## config.mk

```make
export PLATFORM = sky130hd
export DESIGN_NAME = upsampler_ctrl
export DESIGN_NICKNAME = d
export VERILOG_FILES = /design/src/rtl/upsampler_ctrl_pkg.sv /design/src/rtl/upsampler_strobe_gen.sv /design/src/rtl/upsampler_ctrl.sv
export SDC_FILE = /design/constraint.sdc
export NUM_CORES = 1
export LEC_CHECK = 0
export ABC_AREA = 0
export BUFFER_PORTS_ARGS = -buffer_cell sky130_fd_sc_hd__buf_2
export CAP_MARGIN = 20
export CORE_MARGIN = 2
export CORE_UTILIZATION = 49
export CTS_BUF_LIST = sky130_fd_sc_hd__clkbuf_4 sky130_fd_sc_hd__clkbuf_8
export CTS_CLUSTER_DIAMETER = 150
export DETAILED_ROUTE_END_ITERATION = 7
export PLACE_DENSITY = 0.84
export SYNTH_ARGS = -nofsm -noshare
export SYNTH_HDL_FRONTEND = slang
export SYNTH_SLANG_ARGS = --single-unit
```

## constraint.sdc

```tcl
create_clock -name clk -period 4.9 [get_ports clk]
set_input_delay 0.98 -clock clk [delete_from_list [all_inputs] [get_ports clk]]
set_output_delay 0.98 -clock clk [all_outputs]
set_load 0.05 [all_outputs]
```

## src/rtl/upsampler_ctrl_pkg.sv

```systemverilog
// Shared constants and state encoding for the upsampler sample/symbol controller.
package upsampler_ctrl_pkg;

   localparam int UPS_SAM_DIV  = 4;
   localparam int UPS_SYM_DIV  = 4;
   localparam int UPS_N_BY_4   = 5;
   localparam int UPS_PIPE_LAT = 3;
   localparam int SAMPLE_W     = 18;

   typedef enum logic [1:0] {
      ST_IDLE  = 2'd0,
      ST_PRIME = 2'd1,
      ST_RUN   = 2'd2,
      ST_DRAIN = 2'd3
   } state_t;

endpackage

```

## src/rtl/upsampler_strobe_gen.sv

```systemverilog
// Polyphase index, sample counter and the sample/symbol strobes.
// Phase rests at its last value so the first enabled cycle is a strobe.
module upsampler_strobe_gen
   import upsampler_ctrl_pkg::*;
#(
   parameter int SAM_DIV = UPS_SAM_DIV,
   parameter int SYM_DIV = UPS_SYM_DIV
) (
   input  logic       clk,
   input  logic       reset,
   input  logic       cnt_en,
   input  logic       stb_en,
   input  logic       phase_load,
   output logic [1:0] phase,
   output logic       sam_clk_ena,
   output logic       sym_clk_ena
);

   localparam logic [1:0] PH_LAST  = 2'(SAM_DIV - 1);
   localparam logic [1:0] SYM_LAST = 2'(SYM_DIV - 1);

   logic [1:0] sam_cnt;

   assign sam_clk_ena = stb_en && (phase == PH_LAST);
   assign sym_clk_ena = sam_clk_ena && (sam_cnt == SYM_LAST);

   always_ff @(posedge clk or posedge reset) begin
      if (reset) begin
         phase   <= PH_LAST;
         sam_cnt <= '0;
      end else begin
         if (phase_load || !cnt_en)
            phase <= PH_LAST;
         else
            phase <= phase + 2'd1;
         if (sam_clk_ena)
            sam_cnt <= (sam_cnt == SYM_LAST) ? 2'd0 : sam_cnt + 2'd1;
      end
   end

endmodule

```

## src/rtl/upsampler_ctrl.sv

```systemverilog
// Feeds source samples to a polyphase upsampler: strobes, underflow
// detection, flush with zeros on stop, and output-valid tracking.
module upsampler_ctrl
   import upsampler_ctrl_pkg::*;
#(
   parameter int SAM_DIV  = UPS_SAM_DIV,
   parameter int SYM_DIV  = UPS_SYM_DIV,
   parameter int N_BY_4   = UPS_N_BY_4,
   parameter int PIPE_LAT = UPS_PIPE_LAT
) (
   input  logic                clk,
   input  logic                reset,
   input  logic                run,
   input  logic                src_valid,
   input  logic [SAMPLE_W-1:0] src_data,
   output logic                src_ready,
   output logic [SAMPLE_W-1:0] x_out,
   output logic                sam_clk_ena,
   output logic                sym_clk_ena,
   output logic [1:0]          phase,
   output logic                out_valid,
   output logic                underflow,
   output logic                busy
);

   localparam int FW   = $clog2(N_BY_4 + 1);
   localparam int WAIT = 4 + PIPE_LAT;
   localparam int WW   = $clog2(WAIT + 1);
   localparam int OW   = (PIPE_LAT < 1) ? 1 : $clog2(PIPE_LAT + 1);

   localparam logic [FW-1:0] FLUSH_LAST = FW'(N_BY_4 - 1);
   localparam logic [FW-1:0] FLUSH_DONE = FW'(N_BY_4);
   localparam logic [WW-1:0] WAIT_LAST  = WW'(WAIT - 1);
   localparam logic [OW-1:0] OV_LAST    = OW'(PIPE_LAT);
   localparam logic [1:0]    PH_PRE     = 2'(SAM_DIV - 2);

   state_t        state;
   logic          stop_req;
   logic [FW-1:0] flush_cnt;
   logic [WW-1:0] wait_cnt;
   logic [OW-1:0] ov_cnt;
   logic          streaming;
   logic          flush_done;
   logic          stb_en;
   logic          drain_exit;

   assign streaming  = (state == ST_RUN) || (state == ST_DRAIN);
   assign flush_done = (flush_cnt == FLUSH_DONE);
   // Once the zero flush is complete only the pipeline tail is waited out.
   assign stb_en     = (state == ST_RUN) || ((state == ST_DRAIN) && !flush_done);
   assign drain_exit = (state == ST_DRAIN) && flush_done && (wait_cnt == WAIT_LAST);
   assign src_ready  = sam_clk_ena && (state == ST_RUN);
   assign busy       = (state != ST_IDLE);

   upsampler_strobe_gen #(
      .SAM_DIV (SAM_DIV),
      .SYM_DIV (SYM_DIV)
   ) u_strobe (
      .clk         (clk),
      .reset       (reset),
      .cnt_en      (streaming),
      .stb_en      (stb_en),
      .phase_load  (drain_exit),
      .phase       (phase),
      .sam_clk_ena (sam_clk_ena),
      .sym_clk_ena (sym_clk_ena)
   );

   always_ff @(posedge clk or posedge reset) begin
      if (reset) begin
         state     <= ST_IDLE;
         stop_req  <= 1'b0;
         flush_cnt <= '0;
         wait_cnt  <= '0;
         ov_cnt    <= '0;
         x_out     <= '0;
         out_valid <= 1'b0;
         underflow <= 1'b0;
      end else begin
         // First sample's phase-0 product leaves the adder tree PIPE_LAT+1 clocks after its strobe.
         if (streaming && !out_valid) begin
            if (ov_cnt == OV_LAST)
               out_valid <= 1'b1;
            else
               ov_cnt <= ov_cnt + 1'b1;
         end

         case (state)
            ST_IDLE: begin
               stop_req  <= 1'b0;
               flush_cnt <= '0;
               wait_cnt  <= '0;
               ov_cnt    <= '0;
               if (run)
                  state <= ST_PRIME;
            end
            ST_PRIME: begin
               if (!run)
                  state <= ST_IDLE;
               else if (src_valid)
                  state <= ST_RUN;
            end
            ST_RUN: begin
               if (sam_clk_ena) begin
                  x_out <= src_valid ? src_data : '0;
                  if (!src_valid)
                     underflow <= 1'b1;
               end
               if (!run)
                  stop_req <= 1'b1;
               // Stop request is honoured only on the last phase so the period completes.
               if ((stop_req || !run) && (phase == PH_PRE)) begin
                  state    <= ST_DRAIN;
                  stop_req <= 1'b0;
               end
            end
            ST_DRAIN: begin
               if (sam_clk_ena) begin
                  x_out     <= '0;
                  flush_cnt <= flush_cnt + 1'b1;
                  if (flush_cnt == FLUSH_LAST)
                     wait_cnt <= WW'(1);
               end else if (flush_done) begin
                  if (wait_cnt == WAIT_LAST) begin
                     state     <= ST_IDLE;
                     out_valid <= 1'b0;
                  end else begin
                     wait_cnt <= wait_cnt + 1'b1;
                  end
               end
            end
            default: state <= ST_IDLE;
         endcase
      end
   end

endmodule

```

==> metrics.md <==
| Metric | Value |
|---|---|
| Final critical-path required period | 3.042 ns |
| Clk root buf | clkbuf_8 |
| Total CTS buffers | 5 |
| Final antenna-violating net count | 0 |
| Peak supply drop | around 390 uV |
| Power per Cell Area | 644.7 nW/um2 |
| Num rows | 22 |
| Worst path bufs/invs | 1 |
| Syn nets | around 210 |
| DP Worst Slack | about 2.2 ns |
| Setup TNS | 0 ns |
| Vias in the first global route | roughly 1300 |
| Setup Buffers After CTS | 0 |
| Fin. max-slew vios | 0 |
| Outcome | complete, no violations |
| I/O Buffers | 47 |
| CTS Hold Bufs | 0 |
| Crit path DAT | roughly 2.1 ns |
| Clock Path Buffers | 2 |
| Critical Path, Cell by Cell | ha_1, nand3_2, and3_4, and2_1, buf_2 |
| Setup ws final | ~1.9 ns |
| Overflow after GRT | 0 |
| Distinct cells, synth | 36 |
| Sequential fraction of the synthesis area | between 40% and 50% |
| Total wire length | around 3400 um |
| Clk sinks | 35 |
| Synth Area in Compound Gates | roughly a tenth |
| Slew margin rel. | between 40% and 50% |
| Slew @ Worst Pin | 0.7809 ns |
| Tcrit/Tclk final | around 62% |
| Top delay family on crit path | simple AND/OR/NAND/NOR gates |
| Max-Cap Viols | 0 |
| Filler Cell Count | 304 |
| Ant. Diodes | 0 |
| Largest net degree at the start of global routing | 36 |
| Via count | 1377 |
| Initial DRC Count | 72 |
| Area grow syn2layout | 16.70% |
| Die Wd | 65.58 um |
| Yosys reg bits | 35 |
| Chip height | between 60 and 70 um |
| Final core utilization | about 59% |
| Crit-path slowest cell | dfrtp_1 |
| Maximum operating frequency | ~330 MHz |
| CTS tree | yes |
| Post-synthesis xor/xnor area fraction | 0% |
| Hpwl dp | between 2000 and 2500 um |
| FF/Latch Area | 878.3 um2 |
| Starting Density | between 50 and 60% |
| First-pass GRT wire length | 5789 um |
| Via density per instance | between 5 and 6 |
| Synth Area in Adders | ~6% |
| Gr usage total | roughly 18% |
| Largest family of logic cells by synthesized area | simple AND/OR/NAND/NOR gates |
| Latest clock arrival within the worst-skew pair | a little under 0.3 ns |
| Largest stage delay, worst path | 0.44 ns |
| Worst path required time | between 3 and 4 ns |
| H-Tree Depth | 2 |
| Pre-Repair DR Iteration Count | 4 |
| Unrepaired setup endpoints after global routing | no |
| P_leak | about 1.1 nW |
| Post-Route Skew | roughly 0.0036 ns |
| Ys flop type | dfrtp_1 |
| Core Footprint | between 3000 and 4000 um2 |
| Clock transition at path regs | approximately 0.070 ns |
| Worst-path maximum fanout | 22 |
| Multi-input gate area | 777.0 um2 |
| Crit. End Element | output pin |
| Synthesized area | between 1500 and 2000 um2 |
| Die area | approximately 4300 um2 |
| Synthesis Warnings | 0 |
| I/O pin cnt | 48 |
| Layout cells sized above 1 | around 30% |
| Final Hold Viols | 0 |
| Synth async-reset ratio | 100.0% |
| Count of final setup violators | 0 |
| Simple-gate share of the synthesized area | a little over an eighth |
| Fin nets | 257 |
| Mux cell area share after synthesis | 11.85% |
| Crit path launch type | flop |
| Placer's final routability congestion estimate | between 0.7 and 0.8 |
| DRC | 0 |
| Cells after synthesis | about 180 |
| EDFF count, synth | 0 |
| Avg WL per Cell | 12.44 um |
| Mapped Avg Cell Area | 10.27 um2 |
| Tightest Hold Check Type | flop to flop |
| # resized after CTS | 0 |
| Worst Setup Path Type | flop to output pin |
| Antenna violations before repair | 0 |
-- layer usage --
metal  vias up  global-route usage [%]  share of wire, %
met5         -                       0                 0
met4         0                   7.031               1.5
met3         5                   5.308               6.9
met2        42                   30.87                47
met1       643                   20.80                45
li1        687                       -                 -
-- cell usage in the layout (no fill, tap or decap), types with 2 or more instances in the layout --
cell type,synthesis,routed
buf_2,1,47
clkbuf_8,0,5
a22o_1,2,2
o21ai_0,5,5
nand3_1,2,2
nand2b_1,4,4
a21oi_1,6,6
o21a_1,2,2
dfstp_2,2,2
nand2_1,26,26
mux2i_1,19,19
and2_1,3,3
mux2_4,2,2
o211ai_1,2,2
nor3_1,4,4
a31o_2,2,2
inv_1,26,26
a41oi_1,2,2
ha_1,9,9
nand4_1,2,2
dfrtp_1,33,33
nor2_1,6,6
-- worst reg2reg max path, delay by kind of cell, from the launching register on --
kind / cells / cell delay [ns]
DFF: 1 / 0.44
muxes: 1 / 0.34
and+or+nand+nor: 2 / 0.56
adders and majority gates: 1 / 0.32
-- area by class of cell --
cell class                 count  area share [%]
sequential                    35           40.51
clock buffer                   5           3.174
clock inverter                 3           2.020
multi-input combinational    110           35.83
inverter                      26           4.501
timing repair buffer          48           11.19
tap                           48           2.770
-- worst paths after layout --
path | start | endpoint | slack (ns) | cells past startpoint
max reg2reg | flush_cnt[0] | u_strobe.sam_cnt[1] | 3.13 | 4
min in group asynchronous | reset | ov_cnt[1] | 0.78 | 3
min | u_strobe.phase[0] | u_strobe.phase[0] | 0.47 | 1
min reg2reg | u_strobe.phase[0] | u_strobe.phase[0] | 0.47 | 1
max in group asynchronous | reset | u_strobe.phase[1] | 3.79 | 3
max | flush_cnt[0] | sym_clk_ena | 1.86 | 5
-- power by group --
group          total (W)  internal [W]  leakage [nW]  switching, W
sequential      0.000468      0.000381         0.444     0.0000863
combinational   0.000673      0.000234         0.580      0.000439
clock           0.000257      0.000151        0.0581      0.000106
total            0.00140      0.000767          1.08      0.000631
-- cells by family (layout without fill, tap and decap cells) --
group	count (synthesis)	after routing
and+or+nand+nor	52	52
buffers and inverters	36	82
AOI/OAI and AO/OA	28	28
muxes	21	21
DFF	35	35
adders and majority gates	9	9
-- cells in the mapped netlist, drive strengths merged, types with 2 or more instances --
cell type	count	area, um2
a21oi	6	30.03
a22o	2	17.52
a31o	2	17.52
a41oi	2	17.52
and2	3	18.77
buf	10	105.1
dfrtp	33	825.8
dfstp	2	52.55
ha	9	112.6
inv	26	97.59
mux2	2	30.03
mux2i	19	190.2
nand2	26	97.59
nand2b	4	25.02
nand3	3	20.02
nand4	2	12.51
nor2	6	22.52
nor3	4	20.02
o211ai	2	15.01
o21a	2	15.01
o21ai	5	25.02
-- registers in the layout, summed over array words and instances (netlist names), named ones only --
signal            count
u_strobe.sam_cnt      2
underflow             1
ov_cnt                2
u_strobe.phase        2
stop_req              1
state                 1
x_out                18
out_valid             1
flush_cnt             3
wait_cnt              3
-- per-stage QoR --
stage	hold WS, ns	power [W]	instance area, um2	instances
2_1_floorplan	0.4512	0.001078	1858	181
3_3_place_gp	0.4476	0.001127	2056	267
3_5_place_dp	0.4498	0.001146	2056	267
4_1_cts	0.4680	0.001407	2168	275
5_1_grt	0.4828	0.001493	2168	275
6_report	0.4666	0.001398	2168	275
(Power assumes the default switching activity.)
